**src/rtl/group_popcount_argmax_pkg.sv**
```systemverilog
// Shared constants, types and FSM states for the group popcount / argmax stage.
// The typedefs describe the default configuration; parameterised instances size their own signals.
package dlgn_pkg;

  localparam int NUM_CLASSES_DEF = 10;
  localparam int GROUP_SIZE_DEF  = 8;
  localparam int CLS_W_DEF       = $clog2(NUM_CLASSES_DEF);
  localparam int SCORE_W_DEF     = $clog2(GROUP_SIZE_DEF + 1);

  typedef logic [CLS_W_DEF-1:0]   class_idx_t;
  typedef logic [SCORE_W_DEF-1:0] score_t;

  typedef enum logic [1:0] {
    IDLE,
    SCAN,
    DONE
  } argmax_state_e;

endpackage

```
**src/rtl/group_popcount_argmax_popcount.sv**
```systemverilog
// Combinational population count of a WIDTH-bit slice.
// The output is sized so that an all-ones input cannot overflow.
module popcount #(
  parameter  int WIDTH = 8,
  localparam int OUT_W = $clog2(WIDTH + 1)
) (
  input  logic [WIDTH-1:0] i_bits,
  output logic [OUT_W-1:0] o_count
);

  always_comb begin
    o_count = '0;
    for (int i = 0; i < WIDTH; i++) begin
      o_count = o_count + OUT_W'(i_bits[i]);
    end
  end

endmodule

```
**src/rtl/group_popcount_argmax.sv**
```systemverilog
// Splits the gate-layer vector into class groups, popcounts one group per cycle and
// emits the index and score of the best group as a single-cycle valid pulse.
module group_popcount_argmax
  import dlgn_pkg::*;
#(
  parameter  int NUM_CLASSES = NUM_CLASSES_DEF,
  parameter  int GROUP_SIZE  = GROUP_SIZE_DEF,
  localparam int CLS_W       = $clog2(NUM_CLASSES),
  localparam int SCORE_W     = $clog2(GROUP_SIZE + 1),
  localparam int VEC_W       = NUM_CLASSES * GROUP_SIZE
) (
  input  logic               clk_i,
  input  logic               reset_ni,
  input  logic               inp_valid_i,
  output logic               inp_ready_o,
  input  logic [VEC_W-1:0]   gates_i,
  output logic               class_valid_o,
  output logic [CLS_W-1:0]   class_o,
  output logic [SCORE_W-1:0] score_o
);

  if (GROUP_SIZE < 1 || NUM_CLASSES < 2) begin : g_bad_params
    $error("group_popcount_argmax: need GROUP_SIZE >= 1 and NUM_CLASSES >= 2");
  end

  localparam logic [CLS_W-1:0] LAST_IDX = CLS_W'(NUM_CLASSES - 1);

  argmax_state_e        r_state;
  logic [VEC_W-1:0]     r_vec;
  logic [CLS_W-1:0]     r_idx;
  logic [CLS_W-1:0]     r_best_cls;
  logic [SCORE_W-1:0]   r_best_score;
  logic                 r_ready;
  logic                 r_class_valid;
  logic [CLS_W-1:0]     r_class;
  logic [SCORE_W-1:0]   r_score;

  logic [GROUP_SIZE-1:0] w_group;
  logic [SCORE_W-1:0]    w_cnt;

  // Explicit compare-select keeps the slice index inside the vector for non power-of-2 class counts.
  always_comb begin
    w_group = '0;
    for (int k = 0; k < NUM_CLASSES; k++) begin
      if (r_idx == CLS_W'(k)) begin
        w_group = r_vec[k*GROUP_SIZE +: GROUP_SIZE];
      end
    end
  end

  popcount #(
    .WIDTH (GROUP_SIZE)
  ) u_popcount (
    .i_bits  (w_group),
    .o_count (w_cnt)
  );

  always_ff @(posedge clk_i or negedge reset_ni) begin
    if (!reset_ni) begin
      r_state       <= IDLE;
      r_vec         <= '0;
      r_idx         <= '0;
      r_best_cls    <= '0;
      r_best_score  <= '0;
      r_ready       <= 1'b1;
      r_class_valid <= 1'b0;
      r_class       <= '0;
      r_score       <= '0;
    end else begin
      r_class_valid <= 1'b0;
      case (r_state)
        IDLE: begin
          if (inp_valid_i && r_ready) begin
            r_vec        <= gates_i;
            r_idx        <= '0;
            r_best_cls   <= '0;
            r_best_score <= '0;
            r_ready      <= 1'b0;
            r_state      <= SCAN;
          end
        end
        SCAN: begin
          // Strict greater-than so the lowest index keeps a tie.
          if (r_idx == '0 || w_cnt > r_best_score) begin
            r_best_cls   <= r_idx;
            r_best_score <= w_cnt;
          end
          if (r_idx == LAST_IDX) begin
            r_state <= DONE;
          end else begin
            r_idx <= r_idx + 1'b1;
          end
        end
        DONE: begin
          r_class       <= r_best_cls;
          r_score       <= r_best_score;
          r_class_valid <= 1'b1;
          r_ready       <= 1'b1;
          r_state       <= IDLE;
        end
        default: begin
          r_ready <= 1'b1;
          r_state <= IDLE;
        end
      endcase
    end
  end

  assign inp_ready_o   = r_ready;
  assign class_valid_o = r_class_valid;
  assign class_o       = r_class;
  assign score_o       = r_score;

endmodule
```
**config.mk**
```make
export PLATFORM = sky130hd
export DESIGN_NAME = group_popcount_argmax
export DESIGN_NICKNAME = d
export VERILOG_FILES = /design/src/rtl/group_popcount_argmax_pkg.sv /design/src/rtl/group_popcount_argmax_popcount.sv /design/src/rtl/group_popcount_argmax.sv
export SDC_FILE = /design/constraint.sdc
export NUM_CORES = 1
export LEC_CHECK = 0
export ABC_AREA = 1
export CAP_MARGIN = 20
export CORE_MARGIN = 2
export CORE_UTILIZATION = 55
export CTS_CLUSTER_DIAMETER = 200
export DETAILED_ROUTE_END_ITERATION = 7
export DONT_BUFFER_PORTS = 1
export PLACE_DENSITY = 0.71
export SYNTH_ARGS = -nofsm -noshare
export SYNTH_HDL_FRONTEND = slang
export SYNTH_SLANG_ARGS = --single-unit
```
**constraint.sdc**
```tcl
create_clock -name clk_i -period 13 [get_ports clk_i]
set_input_delay 0 -clock clk_i [delete_from_list [all_inputs] [get_ports clk_i]]
set_output_delay 0 -clock clk_i [all_outputs]
set_load 0.01 [all_outputs]
```
[Word-level counts from Yosys, hierarchy flattened]
Index checks and enable logic that the tools add are counted.
Cells by class
  $lt $le $gt $ge: 1
  add/subtract/negate cells: 8
  shift-type cells: 0
  multiplexer cells: 23
  reduce and logical (&&, ||, !) cells: 10
  bitwise operators: 1
  $mul: 0
  div/mod/pow operators: 0
  eq/ne operators: 15
Operator list (count)
  $mux 8: 10
  $add 4x1->4: 6
  $pmux 4 s2: 3
  $eq 4x3->1 const B: 4
  $mux 4: 4
  $eq 4x2->1 const B: 2
  $eq 4x4->1 const B: 2
  $ne 2x2->1 const B: 4
  $reduce_and 2->1: 3
  $reduce_and 3->1: 2
  $add 4x1->4 const B: 1
  $eq 4x1->1 const B: 1
  $gt 4x4->1: 1
  $logic_not 4->1: 1
  $mux 2: 2
  $pmux 2 s2: 1
  $add 1x1->2: 1
  $eq 2x1->1 const B: 1
  $eq 2x2->1 const B: 1
  $logic_not 2->1: 1
  $mux 1: 2
  $pmux 1 s2: 1
  $reduce_bool 2->1: 1
  $logic_and 1x1->1: 1
  2 further kinds: 2
Word-level totals
  logic and storage cells: 67
  memories kept: 0
  output and inout bits: 10
  register bits after elaboration: 104
  bits in read-only memories: 0
  bits in latches: 0
  RAM bits: 0
  bits of input ports: 83

[Depth between registers and ports, before layout]
Gate-level depths: netlist (run 1).
  word-level depth: 22
  depth in mapped cells: 30

[Cells and area by module]
From an unflattened synthesis (run 1), not the netlist that was laid out.
Unflattened totals
  cell total of the unflattened synthesis: 710
  area total of the unflattened synthesis: 5247.5 um2
By module, submodules not included
  group_popcount_argmax: area each 5049.8 um2, cells each 682, instances 1
  popcount: area each 197.7 um2, cells each 28, instances 1

[Worst setup path after synthesis (run 1)]
No wires, ideal clock.
  path kind: register -> register
  start: register r_idx[1]
  end: register r_best_cls[3]
  buffers on the path: 2
  stages on the path, launching flop included: 27
  library setup time: 0.065 ns
  period minus slack after synthesis: 5.070 ns
  required time: 12.935 ns
  setup slack: 7.930 ns
  arrival: 5.004 ns
  cell sequence: dfrtp_1 inv_1 ha_1 buf_2 inv_2 nor3_4 inv_2 buf_6 or2_0 nand2_1 inv_1 ha_1 fa_1 inv_1 fa_1 inv_1 fa_1 fa_1 xor2_1 ha_1 nand2_1 nor2_1 o32ai_1 nand2_2 nand2_2 nand2_1 nand2_1
On the way
  cells in the longest elaborated chain, start to end: 22
RTL lines
  start: declaration: line group_popcount_argmax.sv:30  | logic [CLS_W-1:0] r_idx;
  start signal: assignment: line group_popcount_argmax.sv:91  | r_idx <= r_idx + 1'b1;
  $logic_not 4->1: line group_popcount_argmax.sv:45, group_popcount_argmax.sv:84
  $mux 8 (10 in series): line group_popcount_argmax.sv:45  | if (r_idx == CLS_W'(k)) begin
  $add 1x1->2: line group_popcount_argmax_popcount.sv:14  | o_count = o_count + OUT_W'(i_bits[i]);
  $add 4x1->4 (6 in series): line group_popcount_argmax_popcount.sv:14
  $gt 4x4->1: line group_popcount_argmax.sv:84  | if (r_idx == '0 || w_cnt > r_best_score) begin
  $logic_or 1x1->1 (*): line group_popcount_argmax.sv:84
  $ne 2x2->1 (no line) (*)
  $reduce_and 3->1 (no line) (*)
  end signal: assignment: line group_popcount_argmax.sv:85  | r_best_cls <= r_idx;
  end: declaration: line group_popcount_argmax.sv:31  | logic [CLS_W-1:0] r_best_cls;
Mark *: on every way between the ends. The rest lies on a longest branch, timed or not.
A chain may end at the register's enable or synchronous reset.

[Final worst setup path (run 1)]
  start: register r_idx[2]
  end: register r_best_cls[0]
The elaborated chain is that of the path after synthesis.

==> results.sh, run 1 <==
export IMPL_chipWidth_microns=103
export IMPL_status="completed"
export IMPL_crit_top_cell="nand2_1"
export IMPL_grt_usage_pct=26.2
export IMPL_drv_slew=0
export IMPL_finalPower_uw=1960
export IMPL_postCtsSetupBuffers=0
export IMPL_startpoint_type="flip-flop"
export IMPL_antennaDiodeCount=0
export IMPL_wl_met3_microns=592
export IMPL_synth_warnings=0
export IMPL_routed_top_layer="met4"
export IMPL_yosysSeqAreaShare_pct=48.7
export IMPL_postRouteAntennaNets=0
export IMPL_syn_nets=820
export IMPL_final_setup_tns_ps=0
export IMPL_dieArea_sq_um=10500
export IMPL_critPathTopFamily="adder cells"
export IMPL_clockBufferDepth=2
export IMPL_fin_ws_ps=7200
export IMPL_fp_coreArea_sq_um=9330
export IMPL_slew_headroom_pct=47.7
export IMPL_crit_arrival_ps=6110
export IMPL_cts_sinks=104
export IMPL_met1Wirelength_microns=5740
export IMPL_drt_total_wl_microns=12600
export IMPL_fin_crit_sh_pct=44.6
export IMPL_antenna_found_initial=0
export IMPL_path_buf_inv=4
export IMPL_nets=889
export IMPL_slowest_delay_ps=590
export IMPL_critical_path_slowest_cell="dfrtp_1"
export IMPL_start_util_pct=57.3
export IMPL_finalSetupViolations=0
export IMPL_cts_root_buf="clkbuf_8"
export IMPL_syn_inst=722
export IMPL_syn_to_final_growth_pct=20.7
export IMPL_total_leakage_power_uw=0.00350
export IMPL_path_class="flip-flop to flip-flop"
export IMPL_clock_skew_ps=11.5
export IMPL_die_h_microns=103
export IMPL_grt_pass1_wl_microns=21300
export IMPL_drtPass1Iterations=5
export IMPL_cp_max_fo=16
export IMPL_timing_fmax_mhz=173
export IMPL_rsz0062_at_grt="no"
export IMPL_worstMarginPinSlew_ps=785
export IMPL_grt_pass1_vias=4702
export IMPL_drtIter0Drc=261
export IMPL_final_common_cell="nand2_1"
export IMPL_cts_buffers_inserted=9
export IMPL_final_hold_viol_count=0
export IMPL_mostFrequentLayoutCells="nand2_1, dfrtp_1, dlygate4sd3_1"
export IMPL_route_vias_total=4590
export IMPL_cp_end_kind="flip-flop"
export IMPL_cts_clk_slew_worst_paths_ps=100
export IMPL_num_io_pins=93
export IMPL_crit_required_ps=13310
export IMPL_avgViaCountPerCell=4.96
export IMPL_hold_path_class="primary input to flip-flop"
export IMPL_place_gp_congestion=0.909
export IMPL_grt_overflow=0
export IMPL_ctsHtreeMaxLevel=3
export IMPL_portBuffers=0
export IMPL_wl_per_cell_microns=13.6
export IMPL_insertion_delay_ps=380
export IMPL_synth_seq_cells=104
export IMPL_dp_slack_ps=7210
export IMPL_ir_drop_v=0.000169
export IMPL_drc=0
export IMPL_dp_hpwl_microns=8170
export IMPL_drive_above_1_share_pct=5.90
export IMPL_maxCapViolCount=0
export IMPL_rows=35
export IMPL_syn_area_per_cell_sq_um=7.40
export IMPL_grt_max_degree=105
export IMPL_cts_tree="built"
export IMPL_fin_crit_ps=5800
export IMPL_synthesis_area_sq_um=5350
export IMPL_synth_cell_types=30
export IMPL_wl_met2_microns=5880
export IMPL_power_per_cell_area_nw_per_um2=303
export IMPL_num_fill_cells=784
## final timing paths
| path | start | to | slack [ps] | cells past startpoint |
|---|---|---|---|---|
| min reg2reg | r_vec[22] | r_vec[22] | 470 | 2 |
| min in group asynchronous | reset_ni | r_idx[0] | 260 | 2 |
| max | r_idx[2] | r_best_cls[0] | 7200 | 27 |
| min | inp_valid_i | r_best_score[1] | 120 | 5 |
| max reg2reg | r_idx[2] | r_best_cls[0] | 7200 | 27 |
| max in group asynchronous | reset_ni | inp_ready_o | 12300 | 2 |
## worst min-delay path, delay by kind of cell
kind	cells	cell delay, ps
compound gates	1	100
simple gates	4	350
## stage by stage
step / hold slack [ps] / util (%) / instances / instance area (sq um)
floorplan: -296 / - / 722 / 5350
global placement: -293 / 57.7 / 827 / 5390
detailed placement: -293 / 57.7 / 827 / 5390
CTS: 103 / 69.2 / 925 / 6450
global route: 139 / 69.2 / 925 / 6450
finish: 122 / 69.2 / 925 / 6450
## metal layers
layer	track usage, %	vias to the layer above
met5	0	-
met4	10.6	0
met3	5.02	27
met2	43.5	135
met1	34.0	2110
li1	-	2318
## state kept, by name, summed over array words and instances, names as in the netlist
| name | flops |
|---|---|
| r_idx | 4 |
| class_valid_o | 1 |
| score_o | 4 |
| class_o | 4 |
| r_state | 2 |
| inp_ready_o | 1 |
| r_best_cls | 4 |
| r_vec | 80 |
| r_best_score | 4 |
## logic make-up after synthesis
group / count (synthesis) / synth area share, %
xor gates and xnor gates: 1 / 0.164
AOI/OAI and AO/OA: 18 / 1.76
and+or+nand+nor: 492 / 37.9
DFF: 104 / 48.7
buffers and inverters: 92 / 7.37
adders and majority gates: 15 / 4.07
## where the power goes
group	switching, uW	internal, uW	total (uW)	leakage, uW
Clock	109	119	228	0.000119
Combinational	710	435	1150	0.00208
Sequential	109	476	585	0.00131
Total	928	1030	1960	0.00350
## synthesized netlist by cell type
| library cell | instances | area share, % |
|---|---|---|
| xor2_1 | 1 | 0.16 |
| nor2_4 | 2 | 0.42 |
| o21ai_1 | 2 | 0.19 |
| nand3_2 | 3 | 0.56 |
| o32ai_1 | 1 | 0.16 |
| or2_2 | 7 | 0.82 |
| ha_1 | 11 | 2.6 |
| inv_2 | 6 | 0.42 |
| fa_1 | 4 | 1.5 |
| nand3_1 | 40 | 3.7 |
| o21ai_0 | 12 | 1.1 |
| or2_0 | 1 | 0.12 |
| inv_1 | 59 | 4.1 |
| buf_2 | 12 | 1.1 |
| nor3_2 | 1 | 0.19 |
| nand4_1 | 7 | 0.82 |
| nand3b_1 | 1 | 0.14 |
| nand2_2 | 4 | 0.47 |
| nand2_1 | 385 | 27 |
| buf_4 | 1 | 0.14 |
| a21oi_1 | 3 | 0.28 |
| nor3_1 | 2 | 0.19 |
| dfstp_2 | 1 | 0.49 |
| or2_1 | 4 | 0.47 |
| nor3_4 | 2 | 0.61 |
| dfrtp_1 | 103 | 48 |
| clkbuf_1 | 10 | 0.70 |
| nor2_2 | 1 | 0.12 |
| buf_6 | 4 | 0.84 |
| nor2_1 | 32 | 2.2 |
## final cells by class
type	instances	area (sq um)	share of cell area [%]
sequential	104	2600	40.3
clock inverter	5	78.8	1.22
inverter	65	244	3.78
multi-input combinational	526	2350	36.5
tap	129	161	2.50
clock buffer	11	151	2.35
timing repair buffer	85	861	13.3
## timing repair
action / in CTS / in global routing
hold endpoints to repair: 184 / 0
hold buffers: 82 / 0
endpoints found under the setup margin: 0 / 0
gates resized for setup: 0 / 0
Power figures use the tool's default switching activity.
==> run 2, diff against run 1 <==
--- a/config.mk
+++ b/config.mk
@@ -5,7 +5,7 @@
 export SDC_FILE = /design/constraint.sdc
 export NUM_CORES = 1
 export LEC_CHECK = 0
-export ABC_AREA = 1
+export ABC_AREA = 0
 export CAP_MARGIN = 20
 export CORE_MARGIN = 2
 export CORE_UTILIZATION = 55
==> constraint.sdc (replaced) <==
create_clock -name clk_i -period 5.6 [get_ports clk_i]
set_input_delay 0 -clock clk_i [delete_from_list [all_inputs] [get_ports clk_i]]
set_output_delay 0 -clock clk_i [all_outputs]
set_load 0.01 [all_outputs]
==> results.sh, run 2 <==
export IMPL_status="finished with violations"
export IMPL_violations="design-rule violations"
export IMPL_mostFrequentLayoutCells="dfrtp_1, dlygate4sd3_1, mux2_2"
export IMPL_antenna_found_initial=0
export IMPL_cts_sinks=104
export IMPL_start_util_pct=56.6
export IMPL_drc=4
export IMPL_timing_hold_ws_ps=151
export IMPL_fin_crit_ps=5440
export IMPL_grt_max_degree=105
export IMPL_path_cells="inv_2 -> ha_4 -> and3b_2 -> a211o_1 -> a2111oi_4 -> nor3_2 -> ha_1 -> fa_1 -> inv_1 -> fa_1 -> inv_1 -> fa_2 -> fa_2 -> xor2_4 -> ha_4 -> nand4_1 -> a221oi_2 -> nand2_2 -> a32o_1"
export IMPL_synth_seq_cells=104
export IMPL_path_buf_inv=3
export IMPL_wl_per_cell_microns=19.4
export IMPL_yosys_top_cells_area="dfrtp_1, mux2_2, inv_1"
export IMPL_postRouteAntennaNets=0
export IMPL_dieArea_sq_um=10300
export IMPL_ys_top_cells_by_count="dfrtp_1, mux2_2, inv_1"
export IMPL_timing_fmax_mhz=184
export IMPL_crit_arrival_ps=5720
export IMPL_drt_total_wl_microns=12900
export IMPL_nets=645
export IMPL_grt_usage_pct=25.3
export IMPL_slowest_delay_ps=530
export IMPL_synth_most_common_cell="dfrtp_1"
export IMPL_ctsHtreeMaxLevel=3
export IMPL_startpoint_type="flip-flop"
export IMPL_cp_end_kind="flip-flop"
export IMPL_critical_path_slowest_cell="fa_1"
export IMPL_syn_to_final_growth_pct=27.1
export IMPL_synth_warnings=0
export IMPL_insertion_delay_ps=390
export IMPL_yosysTopAreaCellShare_pct=49.5
export IMPL_drive_above_1_share_pct=25.7
export IMPL_maxCapViolCount=0
export IMPL_worstMarginPinSlew_ps=1090
export IMPL_critPathTopFamily="adder cells"
export IMPL_yosysSeqAreaShare_pct=50.0
export IMPL_largest_reg_flops=80
export IMPL_clock_skew_ps=13.9
export IMPL_crit_required_ps=5870
export IMPL_syn_inst=463
export IMPL_synth_edff_count=0
export IMPL_synthesis_area_sq_um=5210
export IMPL_antennaDiodeCount=0
export IMPL_cts_root_buf="clkbuf_8"
export IMPL_syn_nets=561
export IMPL_final_core_util_pct=72.0
export IMPL_fin_crit_sh_pct=97.2
export IMPL_drtPass1Iterations=8
export IMPL_fp_coreArea_sq_um=9200
export IMPL_chipWidth_microns=101
export IMPL_avgViaCountPerCell=5.99
export IMPL_grt_pass1_vias=3934
export IMPL_cts_tree="built"
export IMPL_grt_overflow=0
export IMPL_portBuffers=0
export IMPL_path_class="flip-flop to flip-flop"
export IMPL_slew_headroom_pct=27.5
export IMPL_grt_pass1_wl_microns=19900
export IMPL_cp_max_fo=6
export IMPL_dp_hpwl_microns=8300
export IMPL_drtIter0Drc=285
export IMPL_hold_path_class="primary input to flip-flop"
export IMPL_synthArstFlopShare_pct=100
export IMPL_syn_area_per_cell_sq_um=11.2
export IMPL_clockBufferDepth=2
export IMPL_die_h_microns=101
export IMPL_synth_top_area_cell="dfrtp_1"
export IMPL_rows=35
export IMPL_synth_cell_types=44
export IMPL_drv_slew=0
export IMPL_route_vias_total=3972
export IMPL_synth_main_ff_cell="dfrtp_1"
export IMPL_regMostFlops="r_vec"
export IMPL_num_io_pins=93
export IMPL_cts_clk_slew_worst_paths_ps=110
export IMPL_place_gp_congestion=0.860
export IMPL_final_common_cell="dfrtp_1"
export IMPL_cts_buffers_inserted=9
export IMPL_finalSetupViolations=0
export IMPL_final_hold_viol_count=0
run 2: cell count changes after synthesis, sizes merged, moves of 8 or more:
cell    delta
a211o      +9
a211oi    +12
a21oi     +23
a221o      +8
a221oi    +12
a32o       +8
inv       -24
mux2      +64
nand2    -351
nand3     -41
nor2      -24
nor2b      +8
o21ai     +12
or2       -11
run 2: kinds of logic (layout without fill, tap and decap cells):
| family | Yosys count | count (layout) | share of synthesized area [%] |
|---|---|---|---|
| flops | 104 | 104 | 50.0 |
| mux | 64 | 64 | 13.8 |
| fa+ha+maj | 15 | 15 | 4.18 |
| compound gates | 121 | 121 | 17.2 |
| buf+inv | 73 | 162 | 6.34 |
| xor+xnor | 3 | 3 | 0.505 |
| simple gates | 83 | 83 | 7.88 |
run 2: layout make-up:
type                       count  area (sq um)
clock buffer                   9           124
clock inverter                 7          62.6
fill                         623          2580
inverter                      41           154
multi-input combinational    286          2500
sequential                   104          2610
tap                          111           139
timing repair buffer         105          1030
run 2: stage by stage:
stage	worst slack (ps)	TNS [ps]	cells	cell area [sq um]
6_report	155	0	663	6620
2_1_floorplan	97.9	0	463	5210
3_5_place_dp	-137	-881	562	5340
4_1_cts	1.25	0	662	6390
3_3_place_gp	117	0	562	5340
5_1_grt	-93.6	-465	663	6620
run 2: path summary, 6_finish.rpt:
path / from / end / slack [ps] / cells after the start
max: r_idx[0] / r_best_score[3] / 160 / 19
min: inp_valid_i / r_best_score[2] / 150 / 3
max reg2reg: r_idx[0] / r_best_score[3] / 160 / 19
min reg2reg: r_best_cls[0] / r_best_cls[0] / 500 / 1
max in group asynchronous: reset_ni / inp_ready_o / 4960 / 2
min in group asynchronous: reset_ni / r_vec[66] / 240 / 2
run 2: repair_timing:
action	4_1_cts	5_1_grt
endpoints found under the hold margin	186	0
setup endpoints to repair	8	8
hold buffers	83	0
setup buffers	1	1
gates resized for setup	3	38
pin swaps	4	18
run 2: tightest hold or removal path: stages:
cell     delay (ps)
a21oi_1         190
a211o_4         180
a32o_1          120
run 2: metal layers:
metal | wire length (microns) | track usage, %
met3 | 654 | 4.35
met5 | 0 | 0
met4 | 356 | 9.36
met2 | 6160 | 39.7
met1 | 5720 | 35.5
Power of run 2 is not shown: default switching activity piles up to over one toggle a cycle in this logic, so the estimate is an artifact.
